==> src/rtl/logic_gate_pkg.sv <==
// Shared constants for the registered bitwise logic unit.
package logic_gate_pkg;

  // Operation select codes
  localparam logic [2:0] OP_AND    = 3'd0;
  localparam logic [2:0] OP_OR     = 3'd1;
  localparam logic [2:0] OP_XOR    = 3'd2;
  localparam logic [2:0] OP_NAND   = 3'd3;
  localparam logic [2:0] OP_NOR    = 3'd4;
  localparam logic [2:0] OP_XNOR   = 3'd5;
  localparam logic [2:0] OP_PASS_A = 3'd6;
  localparam logic [2:0] OP_ZERO   = 3'd7;

  // Operating modes
  localparam logic MODE_PAIR = 1'b0;
  localparam logic MODE_ACC  = 1'b1;

  // Controller states
  typedef enum logic {
    ST_IDLE = 1'b0,
    ST_ACC  = 1'b1
  } state_t;

endpackage

==> src/rtl/logic_op_core.sv <==
// Combinational WIDTH-bit bitwise operator: y = f(a, b, op).
module logic_op_core
  import logic_gate_pkg::*;
#(
  parameter int WIDTH = 8
) (
  input  logic [WIDTH-1:0] a,
  input  logic [WIDTH-1:0] b,
  input  logic [2:0]       op,
  output logic [WIDTH-1:0] y
);

  // Select the bitwise function; PASS_A forwards operand a
  always_comb begin
    y = '0;
    case (op)
      OP_AND:    y = a & b;
      OP_OR:     y = a | b;
      OP_XOR:    y = a ^ b;
      OP_NAND:   y = ~(a & b);
      OP_NOR:    y = ~(a | b);
      OP_XNOR:   y = ~(a ^ b);
      OP_PASS_A: y = a;
      OP_ZERO:   y = '0;
      default:   y = '0;
    endcase
  end

endmodule

==> src/rtl/logic_gate_acc.sv <==
// Registered bitwise logic unit with pairwise and fold-over-ACC_LEN modes.
module logic_gate_acc
  import logic_gate_pkg::*;
#(
  parameter int WIDTH   = 8,
  parameter int ACC_LEN = 4
) (
  input  logic             clk,
  input  logic             rst,
  input  logic             din_valid,
  input  logic [WIDTH-1:0] din_a,
  input  logic [WIDTH-1:0] din_b,
  input  logic [2:0]       op_sel,
  input  logic             mode,
  output logic [WIDTH-1:0] dout,
  output logic             dout_valid,
  output logic             busy
);

  localparam int CNT_W = $clog2(ACC_LEN + 1);

  state_t           state;
  logic [2:0]       op_q;
  logic [WIDTH-1:0] acc;
  logic [CNT_W-1:0] count;
  logic [WIDTH-1:0] pair_y;
  logic [WIDTH-1:0] fold_y;

  // Inverting ops fold with their non-inverting base; inversion is applied once at the end
  function automatic logic [2:0] base_op(input logic [2:0] op);
    case (op)
      OP_NAND: base_op = OP_AND;
      OP_NOR:  base_op = OP_OR;
      OP_XNOR: base_op = OP_XOR;
      default: base_op = op;
    endcase
  endfunction

  // Final result shaping: invert for NAND/NOR/XNOR, force zero for ZERO
  function automatic logic [WIDTH-1:0] post(input logic [WIDTH-1:0] x, input logic [2:0] op);
    case (op)
      OP_NAND, OP_NOR, OP_XNOR: post = ~x;
      OP_ZERO:                  post = '0;
      default:                  post = x;
    endcase
  endfunction

  logic_op_core #(.WIDTH(WIDTH)) u_pair (
    .a  (din_a),
    .b  (din_b),
    .op (op_sel),
    .y  (pair_y)
  );

  // New sample goes on operand a so PASS_A yields the most recent sample
  logic_op_core #(.WIDTH(WIDTH)) u_fold (
    .a  (din_a),
    .b  (acc),
    .op (base_op(op_q)),
    .y  (fold_y)
  );

  // Controller: pairwise results, accumulation sequencing and output registers
  always_ff @(posedge clk) begin
    if (rst) begin
      state      <= ST_IDLE;
      op_q       <= OP_AND;
      acc        <= '0;
      count      <= '0;
      dout       <= '0;
      dout_valid <= 1'b0;
      busy       <= 1'b0;
    end else begin
      dout_valid <= 1'b0;
      case (state)
        ST_IDLE: begin
          if (din_valid) begin
            if (mode == MODE_PAIR) begin
              dout       <= pair_y;
              dout_valid <= 1'b1;
            end else begin
              op_q  <= op_sel;
              acc   <= din_a;
              count <= CNT_W'(1);
              if (ACC_LEN == 1) begin
                dout       <= post(din_a, op_sel);
                dout_valid <= 1'b1;
              end else begin
                state <= ST_ACC;
                busy  <= 1'b1;
              end
            end
          end
        end
        ST_ACC: begin
          // op_sel/mode are ignored here; op_q governs the whole fold
          if (din_valid) begin
            acc   <= fold_y;
            count <= count + CNT_W'(1);
            if (count == CNT_W'(ACC_LEN - 1)) begin
              dout       <= post(fold_y, op_q);
              dout_valid <= 1'b1;
              busy       <= 1'b0;
              state      <= ST_IDLE;
            end
          end
        end
        default: begin
          state <= ST_IDLE;
          busy  <= 1'b0;
        end
      endcase
    end
  end

endmodule

==> config.mk <==
export PLATFORM = sky130hd
export DESIGN_NAME = logic_gate_acc
export DESIGN_NICKNAME = d
export VERILOG_FILES = /design/src/rtl/logic_gate_pkg.sv /design/src/rtl/logic_op_core.sv /design/src/rtl/logic_gate_acc.sv
export SDC_FILE = /design/constraint.sdc
export NUM_CORES = 1
export LEC_CHECK = 0
export ABC_CLOCK_PERIOD_IN_PS = 1700
export CORE_MARGIN = 2
export CORE_UTILIZATION = 60
export CTS_BUF_LIST = sky130_fd_sc_hd__clkbuf_8
export DETAILED_ROUTE_END_ITERATION = 6
export DONT_BUFFER_PORTS = 1
export PLACE_DENSITY_LB_ADDON = 0.2
export SLEW_MARGIN = 20
export SYNTH_ARGS = -nofsm -noshare
export SYNTH_HDL_FRONTEND = slang
export SYNTH_SLANG_ARGS = --single-unit
==> constraint.sdc <==
create_clock -name clk -period 1.7 [get_ports clk]
set_clock_uncertainty 0.1 [all_clocks]
set_input_delay 0.085 -clock clk [delete_from_list [all_inputs] [get_ports clk]]
set_output_delay 0.085 -clock clk [all_outputs]
set_load 0.01 [all_outputs]
== Yosys cells after proc, flatten, opt, wreduce, memory -nomap -nowiden ==
Cells that the tools add are included.

* Flip-flop bits (word level): 25
* Logic and storage cells: 85
* Memories kept: 0
* Output and inout bits: 10
* RAM bits: 0
* Latch bits: 0
* Input port bits: 23
* Memory bits (read-only): 0

* Bitwise operators: 14
* $mul: 0
* Equal/unequal tests: 24
* Magnitude comparators: 0
* Shifts and indexed selects: 0
* Mux-type cells: 32
* Add/subtract/negate cells: 1
* Reductions and logical operators: 7
* Div/mod/pow operators: 0

{| class="wikitable"
|+ Operators with widths
! kind !! count
|-
| $pmux W8 S8 || 2
|-
| $mux W8 || 7
|-
| $not A8 Y8 || 7
|-
| $pmux W8 S2 || 3
|-
| $eq A3 B3 Y1 const B || 11
|-
| $eq A3 B2 Y1 const B || 6
|-
| $and A8 B8 Y8 || 2
|-
| $or A8 B8 Y8 || 2
|-
| $xor A8 B8 Y8 || 2
|-
| $mux W1 || 12
|-
| $mux W3 || 3
|-
| $pmux W3 S3 || 1
|-
| $ne A2 B2 Y1 const B || 4
|-
| $reduce_and A4 Y1 || 2
|-
| $eq A3 B1 Y1 const B || 2
|-
| $logic_not A3 Y1 || 2
|-
| $pmux W1 S2 || 3
|-
| $pmux W3 S2 || 1
|-
| $reduce_and A3 Y1 || 2
|-
| $add A3 B1 Y3 const B || 1
|-
| $reduce_or A3 Y1 || 1
|-
| $ne A2 B1 Y1 const B || 1
|-
| $not A1 Y1 || 1
|}

== Depth between registers and ports, before layout ==
Gate-level depths: netlist (run 1).

* Depth in word-level cells: 9
* Gate-level depth with buffers: 7
* Depth with buffers taken out: 7

== Cells and area by module ==
Synthesis (run 1) repeated with hierarchy kept, for this count alone.

* Cells, all modules: 416
* Area, all modules: 3161.8 sq um

{| class="wikitable"
|+ Modules (own cells, without submodules)
! module !! cells an instance !! seq. area each (sq um) !! times used !! area each (sq um)
|-
| logic_gate_acc || 140 || 500.5 || 1 || 1331.3
|-
| logic_op_core at u_pair || 142 || 0.0 || 1 || 953.4
|-
| logic_op_core at u_fold || 134 || 0.0 || 1 || 877.1
|}

== Worst setup path before layout (run 1) ==
No wires, ideal clock.

* Path kind: reg2reg
* Start: register acc[0]
* End: register dout[0]
* Setup slack: -0.033 ns
* Clock period less this slack: 1.733 ns
* Buffers on the path: 0
* Required time: 1.467 ns
* Setup time: 0.133 ns
* Data arrival time: 1.500 ns
* Cell stages (with the launch flop): 8
* Cell sequence: dfxtp_1 -> inv_1 -> ha_1 -> mux4_1 -> o22ai_1 -> o21ai_0 -> a21oi_1 -> nor3_1

* Longest elaborated chain between the ends: 8
* Elaborated cells between the ends (all ways): 12
* Those cells by class: mux: 5; bitwise: 7

{| class="wikitable"
|+ RTL lines
! element !! line !! text
|-
| start: declaration || logic_gate_acc.sv:24 || <nowiki>logic [WIDTH-1:0] acc;</nowiki>
|-
| start signal: assignment || logic_gate_acc.sv:83 || <nowiki>acc <= din_a;</nowiki>
|-
| start signal: assignment || logic_gate_acc.sv:98 || <nowiki>acc <= fold_y;</nowiki>
|-
| $xor A8 B8 Y8 (tied with other cells) || logic_op_core.sv:19, logic_op_core.sv:22 ||
|-
| $not A8 Y8 (on tied branches) || logic_op_core.sv:22, logic_op_core.sv:20, logic_op_core.sv:21 ||
|-
| $pmux W8 S8 (*) || logic_op_core.sv:16 || <nowiki>case (op)</nowiki>
|-
| $not A8 Y8 || logic_gate_acc.sv:42 || <nowiki>OP_NAND, OP_NOR, OP_XNOR: post = ~x;</nowiki>
|-
| $pmux W8 S2 (*) || logic_gate_acc.sv:41 || <nowiki>case (op)</nowiki>
|-
| $mux W8 (*) || logic_gate_acc.sv:100 || <nowiki>if (count == CNT_W'(ACC_LEN - 1)) begin</nowiki>
|-
| $mux W8 (*) || logic_gate_acc.sv:97 || <nowiki>if (din_valid) begin</nowiki>
|-
| $pmux W8 S2 (*) || logic_gate_acc.sv:75 || <nowiki>case (state)</nowiki>
|-
| end signal: assignment || logic_gate_acc.sv:79 || <nowiki>dout <= pair_y;</nowiki>
|-
| end signal: assignment || logic_gate_acc.sv:86 || <nowiki>dout <= post(din_a, op_sel);</nowiki>
|-
| end signal: assignment || logic_gate_acc.sv:101 || <nowiki>dout <= post(fold_y, op_q);</nowiki>
|-
| end: declaration || logic_gate_acc.sv:15 || <nowiki>output logic [WIDTH-1:0] dout,</nowiki>
|}

Mark *: on every way between the ends. The rest lies on a longest branch, timed or not. The select of a mux whose other input is x is not followed.
A chain may end at the register's enable or synchronous reset.

== Worst setup path in the final report (run 1) ==
Same ends and word-level chain as after synthesis.

==> key figures, run 1 <==
Die
  – Initial Utilization: 61.64%
  – Die ar.: 5358 sq um
  – Vert. Die Dim: 73.20 microns
  – Chip width: 73.20 microns
  – # IOs: 33
  – Core area: 4661 sq um
  – FP Rows: 25

Route
  – Metal2 WL: 3589 microns
  – Vias: 2813
  – First drt pass iteration count: 5
  – # DRC: 0
  – Top sig layer: met4
  – Final WL: 7590 microns
  – DR WL met3: 465 microns
  – Met1 Wirelength: 3465 microns
  – Vias/cell: 6.482
  – DR WL/cell: 17.49 microns
  – Antenna Violating Nets Remaining: 0
  – Initial DRC Count: 207

Run status
  – Status: finished, violations left
  – Violated checks: negative hold slack

Timing
  – Peak Freq: 598.1 MHz
  – Slew HR: 70.26%
  – Setup TNS: 0 ns
  – Worst-margin pin slew: 0.4456 ns
  – Final Max Tran Viols: 0
  – Final Cycle Share: 98.35%
  – Hold Violations, Final: 25
  – Final setup vio count: 0
  – Final Critical Period: 1.672 ns
  – Fin Hold WS: -0.2402 ns
  – RSZ-0062 raised after global routing: true

Pwr
  – Leakage: 1.278 nW
  – PwrDens: 548.1 nW/um^2
  – Peak supply drop: 0.0003606 V
  – Tot Pwr: 1.697 mW

Clock tree
  – Clock Root Buffer: clkbuf_8
  – CTS tree: done
  – Clk_lat worst skew: 0.28 ns
  – H-tree Lvls: 1
  – Num Clock Sinks: 25
  – TritonCTS Buffers: 3
  – Worst-path clk slew: 0.10 ns
  – Clk buf depth: 2

Cells and area
  – Nets@finish: 438
  – FILL cells: 407
  – Share of cells above drive strength 1: 16.84%
  – Non-filler instance count after layout: 434
  – Register area: 509.2 sq um
  – Footprint of the multi-input gates: 2141 sq um
  – Antenna Diode Count: 0
  – Area delta synth->final: 7.796%

Worst setup path
  – R2r startpoint: acc[0]$_SDFFE_PP0P_
  – Worst r2r dst: dout[0]$_SDFFE_PP0P_
  – Data required time of the worst path: 1.78 ns
  – R2r setup slk: 0.03 ns
  – Startpoint Class: flip-flop
  – Critical Path Source: acc[0]$_SDFFE_PP0P_
  – CP Capture Type: flip-flop
  – Worst R2R Path Depth: 7
  – CP Class: reg -> reg
  – Critical Path AT: 1.75 ns
  – Max FO, Critical Path: 2

Yosys
  – Count leader, synth: a21oi_1
  – Post-synth top flop: dfxtp_1
  – Synthesized area: 2873 sq um
  – Count of different cell masters after synthesis: 46
  – Top cells by area, synth: dfxtp_1 17%, ha_1 15%, a21oi_1 7.7%
  – Yosys reg bits: 25
  – Synthesized netlist cell count: 382
  – Most frequent cells after synthesis: 44 x a21oi_1, 42 x nor2_1, 34 x ha_1, 34 x inv_1
  – Yosys warns: 0
  – Cell taking the most area after synthesis: dfxtp_1
  – Top cell type's share of synthesized area: 17.42%
  – EDFF count, synth: 0
  – Register area share after synthesis: 17.42%
  – Syn nets: 439
  – Syn_area_per_cell: 7.520 sq um
  – Asr flop ratio synth: 0%

Hold path
  – Min-delay worst type: in -> reg
  – WHS Endpoint: op_q[2]$_SDFFE_PP0P_
  – Min-delay src: rst
  – Hold path depth: 1

GRT
  – First-pass GRT wire length: 11750 microns
  – All-Layer GR Usage: 28.10%
  – Vias in the first global route: 2500
  – Antenna violations before repair: 0
  – GRT overflow: 0
  – Largest net degree at the start of global routing: 43

Place
  – Routability cong.: 0.8361
  – Hpwl dp: 5464 microns
  – Port-buffer cells: 0
  – Placed cell count: 429

Flow run
  – Number of max-cap violations: 0
-- metal layers --
layer	up-vias	GRT usage (%)
li1	1367	-
met1	1342	38.29
met2	97	46.05
met3	7	4.420
met4	0	7.407
met5	-	0
-- cells in the final DEF (no fill, tap or decap), drive strengths merged, types with 4 or more instances in the layout --
master / instances
mux2i: 17
a311oi: 5
nand3: 5
nor2b: 15
dfxtp: 25
a21oi: 45
nor3: 6
a211oi: 8
mux2: 8
nand2: 25
o22ai: 20
inv: 34
or2: 4
o211ai: 7
o21ai: 17
o221ai: 10
nand2b: 4
nor2: 42
ha: 34
buf: 22
-- state kept, by name, indices dropped and copies added (netlist names) --
signal / count
busy: 1
acc: 8
op_q: 3
state: 1
count: 3
dout: 8
dout_valid: 1
-- what timing repair did --
action                                 CTS  global route
setup buffers                            0             1
resized for setup                        3            28
setup endpoints to repair                2            16
pin swaps                                0             9
endpoints found under the hold margin   25            25
-- logic make-up after synthesis --
family / after synthesis / share of synthesized area [%]
AOI/OAI and AO/OA: 127 / 28.96
adders and majority gates: 34 / 14.81
buffers and inverters: 62 / 10.80
DFF: 25 / 17.42
muxes: 26 / 9.974
and+or+nand+nor: 108 / 18.03
-- power breakdown --
group	leakage (nW)	internal [mW]	total, mW	switching (mW)
Sequential	0.208	0.628	0.664	0.0364
Clock	0.0255	0.165	0.383	0.218
Combinational	1.05	0.309	0.650	0.341
Total	1.28	1.10	1.70	0.595
-- critical path, stage by stage (launching register included) --
cell,delay (ns)
dfxtp_2,0.35
inv_2,0.05
ha_4,0.21
mux4_2,0.47
o22ai_2,0.12
o21ai_1,0.08
a21oi_1,0.14
nor3_1,0.06
-- worst max-delay path by stage --
stage,cells past startpoint,slack [ns],endpoint
5_1_grt,7,-0.07,dout[0]$_SDFFE_PP0P_
3_3_place_gp,7,0.02,dout[0]$_SDFFE_PP0P_
6_report,7,0.03,dout[0]$_SDFFE_PP0P_
4_1_cts,7,0.01,dout[0]$_SDFFE_PP0P_
3_5_place_dp,7,-0.02,dout[0]$_SDFFE_PP0P_
2_1_floorplan,7,0.04,dout[0]$_SDFFE_PP0P_
-- cell type report --
cell class                 count  share of cell area, %
sequential                    25                  16.44
clock inverter                 1                 0.1616
multi-input combinational    295                  69.13
timing repair buffer          22                  6.626
tap                           54                  2.182
clock buffer                   3                  1.333
inverter                      34                  4.121
-- through the flow --
step / setup slack (ns) / util [%] / cell area (sq um)
final: 0.02800 / 66.44 / 3097
after global routing: -0.06570 / 66.44 / 3097
after CTS: 0.01250 / 64.54 / 3008
after detailed placement: -0.02033 / 63.36 / 2953
after global placement: 0.02264 / 63.36 / 2953
after floorplan: 0.04209 / - / 2885
(Power assumes the default switching activity.)
==> run 2: changes to the inputs <==
--- a/config.mk
+++ b/config.mk
@@ -6,12 +6,15 @@
 export NUM_CORES = 1
 export LEC_CHECK = 0
 export ABC_CLOCK_PERIOD_IN_PS = 1700
+export CELL_PAD_IN_SITES_DETAIL_PLACEMENT = 0
+export CELL_PAD_IN_SITES_GLOBAL_PLACEMENT = 2
 export CORE_MARGIN = 2
-export CORE_UTILIZATION = 60
+export CORE_UTILIZATION = 35
 export CTS_BUF_LIST = sky130_fd_sc_hd__clkbuf_8
 export DETAILED_ROUTE_END_ITERATION = 6
 export DONT_BUFFER_PORTS = 1
 export PLACE_DENSITY_LB_ADDON = 0.2
+export SETUP_SLACK_MARGIN = 0.4
 export SLEW_MARGIN = 20
 export SYNTH_ARGS = -nofsm -noshare
 export SYNTH_HDL_FRONTEND = slang
==> key figures, run 2 (synthesized netlist as in run 1, its figures left out) <==
Cells and area
  – Design area: 3690 sq um
  – Largest regs: acc: 8 flops, dout: 8 flops
  – Nets@finish: 451
  – Most common cell after layout, fill and taps aside: nor2_1
  – Share of cells above drive strength 1: 35.62%
  – Antenna Diode Count: 0
  – Non-filler instance count after layout: 498
  – Most frequent cells in the layout: 36 x nor2_1, 35 x a21oi_1, 26 x inv_1
  – Area delta synth->final: 28.44%

Clock tree
  – Clock Root Buffer: clkbuf_8
  – Clk buf depth: 2
  – Worst-path clk slew: 0.10 ns
  – H-tree Lvls: 1
  – Num Clock Sinks: 25
  – CTS tree: done
  – Clk_lat worst skew: 0.28 ns
  – TritonCTS Buffers: 3

GRT
  – Largest net degree at the start of global routing: 43
  – GR Util met2: 34.17%
  – Vias in the first global route: 2740
  – Antenna violations before repair: 0
  – GRT busiest layer: met2
  – GRT overflow: 0
  – Met3 Usage GRT: 1.676%
  – GR Util met1: 29.24%
  – First-pass GRT wire length: 14340 microns
  – All-Layer GR Usage: 20.42%

Worst setup path
  – Critical path's largest stage delay: 0.46 ns
  – Worst r2r dst: dout[0]$_SDFFE_PP0P_
  – CP cell instances: inv_2 -> ha_4 -> mux4_2 -> o22ai_2 -> o21ai_2 -> a21oi_2 -> nor3_2
  – R2r startpoint: acc[0]$_SDFFE_PP0P_
  – CP Capture Type: flip-flop
  – Critical Path AT: 1.71 ns
  – Max FO, Critical Path: 4
  – Data required time of the worst path: 1.78 ns
  – Slowest CP cell: mux4_2
  – Startpoint Class: flip-flop
  – R2r setup slk: 0.07 ns
  – Worst R2R Path Depth: 7
  – CP Class: reg -> reg

Timing
  – RSZ-0062 raised after global routing: true
  – Slew HR: 69.31%
  – Final Critical Period: 1.629 ns
  – Hold Violations, Final: 25
  – Final Max Tran Viols: 0
  – Fin Hold WS: -0.2519 ns
  – Peak Freq: 614.1 MHz
  – Final setup vio count: 0
  – Final Cycle Share: 95.79%
  – Worst-margin pin slew: 0.4599 ns

Hold path
  – WHS Endpoint: state$_SDFF_PP0_
  – Min-delay src: rst
  – Hold path depth: 1
  – Min-delay worst type: in -> reg

Route
  – DR WL/cell: 18.31 microns
  – Vias/cell: 5.596
  – Final WL: 9120 microns
  – Initial DRC Count: 135
  – Vias: 2787
  – # DRC: 0
  – Antenna Violating Nets Remaining: 0
  – First drt pass iteration count: 4

Place
  – Routability cong.: 0.8220
  – Hpwl dp: 6503 microns
  – Port-buffer cells: 0
  – Placed cell count: 477
  – Placed cell areas: 3212 sq um

Flow run
  – Number of max-cap violations: 0

Die
  – Initial Utilization: 35.50%
  – Chip width: 94.60 microns
  – # IOs: 33
  – Die ar.: 8948 sq um
  – Vert. Die Dim: 94.60 microns
  – FP Rows: 33
  – Core area: 8093 sq um

Pwr
  – Peak supply drop: 0.0003127 V
  – Leakage: 1.450 nW
  – PwrDens: 506.6 nW/um^2

Run status
  – Violated checks: negative hold slack
  – Status: finished, violations left
## run 2: cell count changes in the layout (fill, tap and decap cells not counted), sizes merged
cell / previous run / this run
buf: 22 / 34
clkbuf: 3 / 4
## run 2: what timing repair did
action / CTS / global route
cloned: 1 / 1
endpoints found under the setup margin: 16 / 21
gates resized for setup: 24 / 43
hold endpoints to repair: 25 / 25
buffers inserted: 9 / 6
pin swaps: 13 / 24
## run 2: cell type report
class | count | area (sq um)
repair buffers | 35 | 407.9
fillers | 831 | 4403
clock buffers | 3 | 41.29
well taps | 105 | 131.4
clock inverters | 1 | 5.005
flip-flops and latches | 25 | 523.0
inverters | 34 | 127.6
multi-input cells | 295 | 2454
## run 2: critical path: cells and delay by family, from the launching register on
family	cells	cell delay (ns)
AO/OA/AOI/OAI	3	0.31
buffers and inverters	1	0.05
AND/OR/NAND/NOR	1	0.05
multiplexers	1	0.46
adder cells (fa/ha/maj)	1	0.22
flip-flops	1	0.34
## run 2: per-layer routing
layer,share of wire (%),vias up
met5,0,-
met4,0.33,0
met3,3.0,2
met2,48,34
met1,49,1352
li1,-,1399
## run 2: report_power, final
part	internal [mW]	total (mW)	switching, mW
registers	0.630	0.673	0.0429
logic	0.414	0.814	0.400
clock network	0.165	0.382	0.218
total	1.21	1.87	0.660
## run 2: through the flow
| stage | hold slack [ns] | TNS [ns] | utilization [%] | setup WS [ns] | total power, mW |
|---|---|---|---|---|---|
| after floorplan | 0.1987 | 0 | - | 0.1252 | 1.267 |
| after global placement | 0.05019 | 0 | 39.69 | 0.09592 | 1.360 |
| after detailed placement | 0.05525 | 0 | 39.69 | 0.05148 | 1.369 |
| after CTS | -0.2606 | 0 | 42.69 | 0.04898 | 1.809 |
| after global routing | -0.2775 | -0.007478 | 45.59 | -0.007478 | 1.995 |
| final | -0.2519 | 0 | 45.59 | 0.07149 | 1.869 |
## run 2: worst max path at each step
stage	start	cells after the start	end
after floorplan	acc[0]$_SDFFE_PP0P_	7	dout[0]$_SDFFE_PP0P_
after global placement	acc[0]$_SDFFE_PP0P_	7	dout[0]$_SDFFE_PP0P_
after detailed placement	acc[0]$_SDFFE_PP0P_	7	dout[0]$_SDFFE_PP0P_
after CTS	acc[0]$_SDFFE_PP0P_	7	dout[0]$_SDFFE_PP0P_
after global routing	acc[0]$_SDFFE_PP0P_	7	dout[0]$_SDFFE_PP0P_
final	acc[0]$_SDFFE_PP0P_	7	dout[0]$_SDFFE_PP0P_
==> run 3: changes to the inputs <==
--- a/config.mk
+++ b/config.mk
@@ -5,11 +5,12 @@
 export SDC_FILE = /design/constraint.sdc
 export NUM_CORES = 1
 export LEC_CHECK = 0
+export ABC_AREA = 1
 export ABC_CLOCK_PERIOD_IN_PS = 1700
 export CELL_PAD_IN_SITES_DETAIL_PLACEMENT = 0
 export CELL_PAD_IN_SITES_GLOBAL_PLACEMENT = 2
 export CORE_MARGIN = 2
-export CORE_UTILIZATION = 35
+export CORE_UTILIZATION = 32
 export CTS_BUF_LIST = sky130_fd_sc_hd__clkbuf_8
 export DETAILED_ROUTE_END_ITERATION = 6
 export DONT_BUFFER_PORTS = 1
==> key figures, run 3 <==
Run status
  – Status: completed

Cells and area
  – Largest regs: acc: 8 flops, dout: 8 flops
  – FILL cells: 825
  – Most common cell after layout, fill and taps aside: nand2_1
  – Non-filler instance count after layout: 503
  – Footprint of the multi-input gates: 1824 sq um
  – Most frequent cells in the layout: 75 x nand2_1, 51 x inv_1, 33 x nand3_1
  – Area delta synth->final: 20.88%
  – Core Util, Final: 40.03%
  – Nets@finish: 462
  – Register area: 518.0 sq um
  – Share of cells above drive strength 1: 17.57%
  – Antenna Diode Count: 0

Clock tree
  – H-tree Lvls: 1
  – TritonCTS Buffers: 3
  – Clk_lat worst skew: 0.27 ns
  – Worst-path clk slew: 0.09 ns
  – Clock Root Buffer: clkbuf_8
  – Clk buf depth: 2
  – CTS tree: done
  – Num Clock Sinks: 25

Yosys
  – Post-Synth XOR/XNOR Area: 0%
  – Count leader, synth: nand2_1
  – Multiplexer share of the synthesized area: 0%
  – Syn_area_per_cell: 6.305 sq um
  – Post-synth top flop: dfxtp_1
  – Post-Synth Adder-Cell Area: 17.62%
  – Cell taking the most area after synthesis: dfxtp_1
  – Yosys reg bits: 25
  – Post-synthesis simple-gate area fraction: 32.64%
  – Count of different cell masters after synthesis: 28
  – Syn nets: 440
  – Asr flop ratio synth: 0%
  – Top cell type's share of synthesized area: 20.73%
  – Yosys warns: 0
  – Top cells by area, synth: dfxtp_1 21%, ha_1 18%, nand2_1 14%
  – Combinational family with the most area after synthesis: simple AND/OR/NAND/NOR gates
  – EDFF count, synth: 0
  – Register area share after synthesis: 20.73%
  – Synthesized area: 2415 sq um
  – Compound-Gate Fraction of Synth Area: 18.86%
  – Most frequent cells after synthesis: 87 x nand2_1, 52 x inv_1, 43 x o21ai_0
  – Synthesized netlist cell count: 383

Timing
  – Slew HR: 58.60%
  – RSZ-0062 raised after global routing: true
  – Final Max Tran Viols: 0
  – Hold Violations, Final: 0
  – Worst-margin pin slew: 0.6190 ns
  – Setup TNS: 0 ns
  – Final Critical Period: 1.590 ns
  – Peak Freq: 628.8 MHz
  – Final Cycle Share: 93.55%
  – Final setup vio count: 0

Route
  – Final WL: 8050 microns
  – First drt pass iteration count: 4
  – Vias: 2531
  – Antenna Violating Nets Remaining: 0
  – # DRC: 0
  – Vias/cell: 5.032
  – DR WL/cell: 16.00 microns
  – Initial DRC Count: 117

Worst setup path
  – Worst R2R Path Depth: 10
  – Worst r2r dst: dout[0]$_SDFFE_PP0P_
  – Most common cell on crit path: nand2_1
  – Slowest CP cell: dfxtp_4
  – Startpoint Class: flip-flop
  – R2r setup slk: 0.11 ns
  – Critical Path AT: 1.70 ns
  – Critical path's largest stage delay: 0.41 ns
  – Data required time of the worst path: 1.81 ns
  – Max FO, Critical Path: 8
  – Critical Path Source: op_q[1]$_SDFFE_PP0P_
  – R2r startpoint: op_q[1]$_SDFFE_PP0P_
  – CP Capture Type: flip-flop
  – CP Class: reg -> reg
  – CP cell instances: inv_2 -> nand2_1 -> nand3_2 -> nand3_4 -> inv_8 -> nand2_2 -> nand2_1 -> nand2_1 -> nand3_1 -> a21oi_1

Hold path
  – WHS Endpoint: state$_SDFF_PP0_
  – Hold path depth: 3
  – Min-delay worst type: in -> reg
  – Min-delay src: din_valid

Die
  – Die ar.: 8257 sq um
  – Chip width: 90.87 microns
  – Core area: 7292 sq um
  – # IOs: 33
  – FP Rows: 31
  – Vert. Die Dim: 90.87 microns
  – Initial Utilization: 33.12%

Place
  – Port-buffer cells: 0
  – Hpwl dp: 5801 microns
  – Placed cell count: 485
  – Routability cong.: 0.7985

Pwr
  – Sequential Power Share: 39.2%
  – Switching part of the total: 40.01%
  – Switching Power: 0.7106 mW
  – PwrDens: 608.5 nW/um^2
  – Peak supply drop: 0.0002538 V
  – Clock power share: 21.0%
  – Leakage: 1.317 nW
  – Comb power frac: 39.8%
  – Pint: 1.066 mW

GRT
  – Antenna violations before repair: 0
  – Largest net degree at the start of global routing: 20
  – All-Layer GR Usage: 19.38%
  – GRT overflow: 0
  – First-pass GRT wire length: 12690 microns
  – Vias in the first global route: 2433

Flow run
  – Number of max-cap violations: 0
==> run 3: cell types whose count changed in the layout (fill, tap and decap cells not counted), moves of 9 or more <==
cell      delta
nand3_1     +30
mux2i_1     -15
o221ai_2     -9
nand2_1     +55
o22ai_1     -12
nor2b_1     -13
nand2_2     +10
a21oi_1      -9
inv_1       +25
o21ai_0     +24
dfxtp_2     -10
==> run 3: what timing repair did <==
item,CTS,global route
gates cloned,2,1
resized for setup,12,19
buffers inserted,2,4
hold buffers,5,0
pin swaps,5,12
setup endpoints to repair,20,22
hold endpoints to repair,17,0
==> run 3: cell families (layout without fill, tap and decap cells) <==
group,Yosys count,count (layout)
simple gates,177,180
fa+ha+maj,34,34
flops,25,25
compound gates,85,85
buf+inv,62,80
==> run 3: worst max path at each step <==
stage	end	slack [ns]
global route	dout[0]$_SDFFE_PP0P_	0.003
global placement	dout[4]$_SDFFE_PP0P_	0.08
floorplan	dout[4]$_SDFFE_PP0P_	0.34
detailed placement	dout[4]$_SDFFE_PP0P_	0.07
CTS	dout[1]$_SDFFE_PP0P_	0.16
finish	dout[0]$_SDFFE_PP0P_	0.11
==> run 3: stage by stage <==
| step | setup slack (ns) | area (sq um) | hold WS [ns] | power (mW) |
|---|---|---|---|---|
| after global placement | 0.08236 | 2656 | 0.05169 | 1.316 |
| final | 0.1097 | 2919 | 0.01815 | 1.776 |
| after CTS | 0.1564 | 2818 | 0.002967 | 1.735 |
| after detailed placement | 0.07332 | 2656 | 0.05657 | 1.314 |
| after floorplan | 0.3399 | 2500 | 0.04665 | 1.163 |
| after global routing | 0.003389 | 2919 | 0.06140 | 1.915 |
==> run 3: layer usage <==
layer	GRT usage [%]	share of wire, %
met1	24.77	45
met2	32.03	48
met3	5.843	6.3
met4	4.545	1.5
met5	0	0
==> run 3: final cells by class <==
type | count | share of cell area [%]
Tap cell | 99 | 4.243
Multi-Input combinational cell | 299 | 62.49
Timing Repair Buffer | 20 | 6.087
Sequential cell | 25 | 17.75
Inverter | 56 | 7.887
Clock buffer | 3 | 1.414
Clock inverter | 1 | 0.1286
==> run 3: critical path, delay by kind of cell (launching register included) <==
family          cells  cell delay (ns)
compound gates      1             0.15
buf+inv             2             0.14
flops               1             0.41
simple gates        7             0.73
==> run 3: power groups by stage <==
stage               Combinational [mW]  Clock (mW)  Sequential [mW]
global placement                 0.606           0            0.710
CTS                              0.655       0.384            0.696
floorplan                        0.468           0            0.695
detailed placement               0.603           0            0.710
finish                           0.706       0.373            0.697
global route                     0.803       0.406            0.706
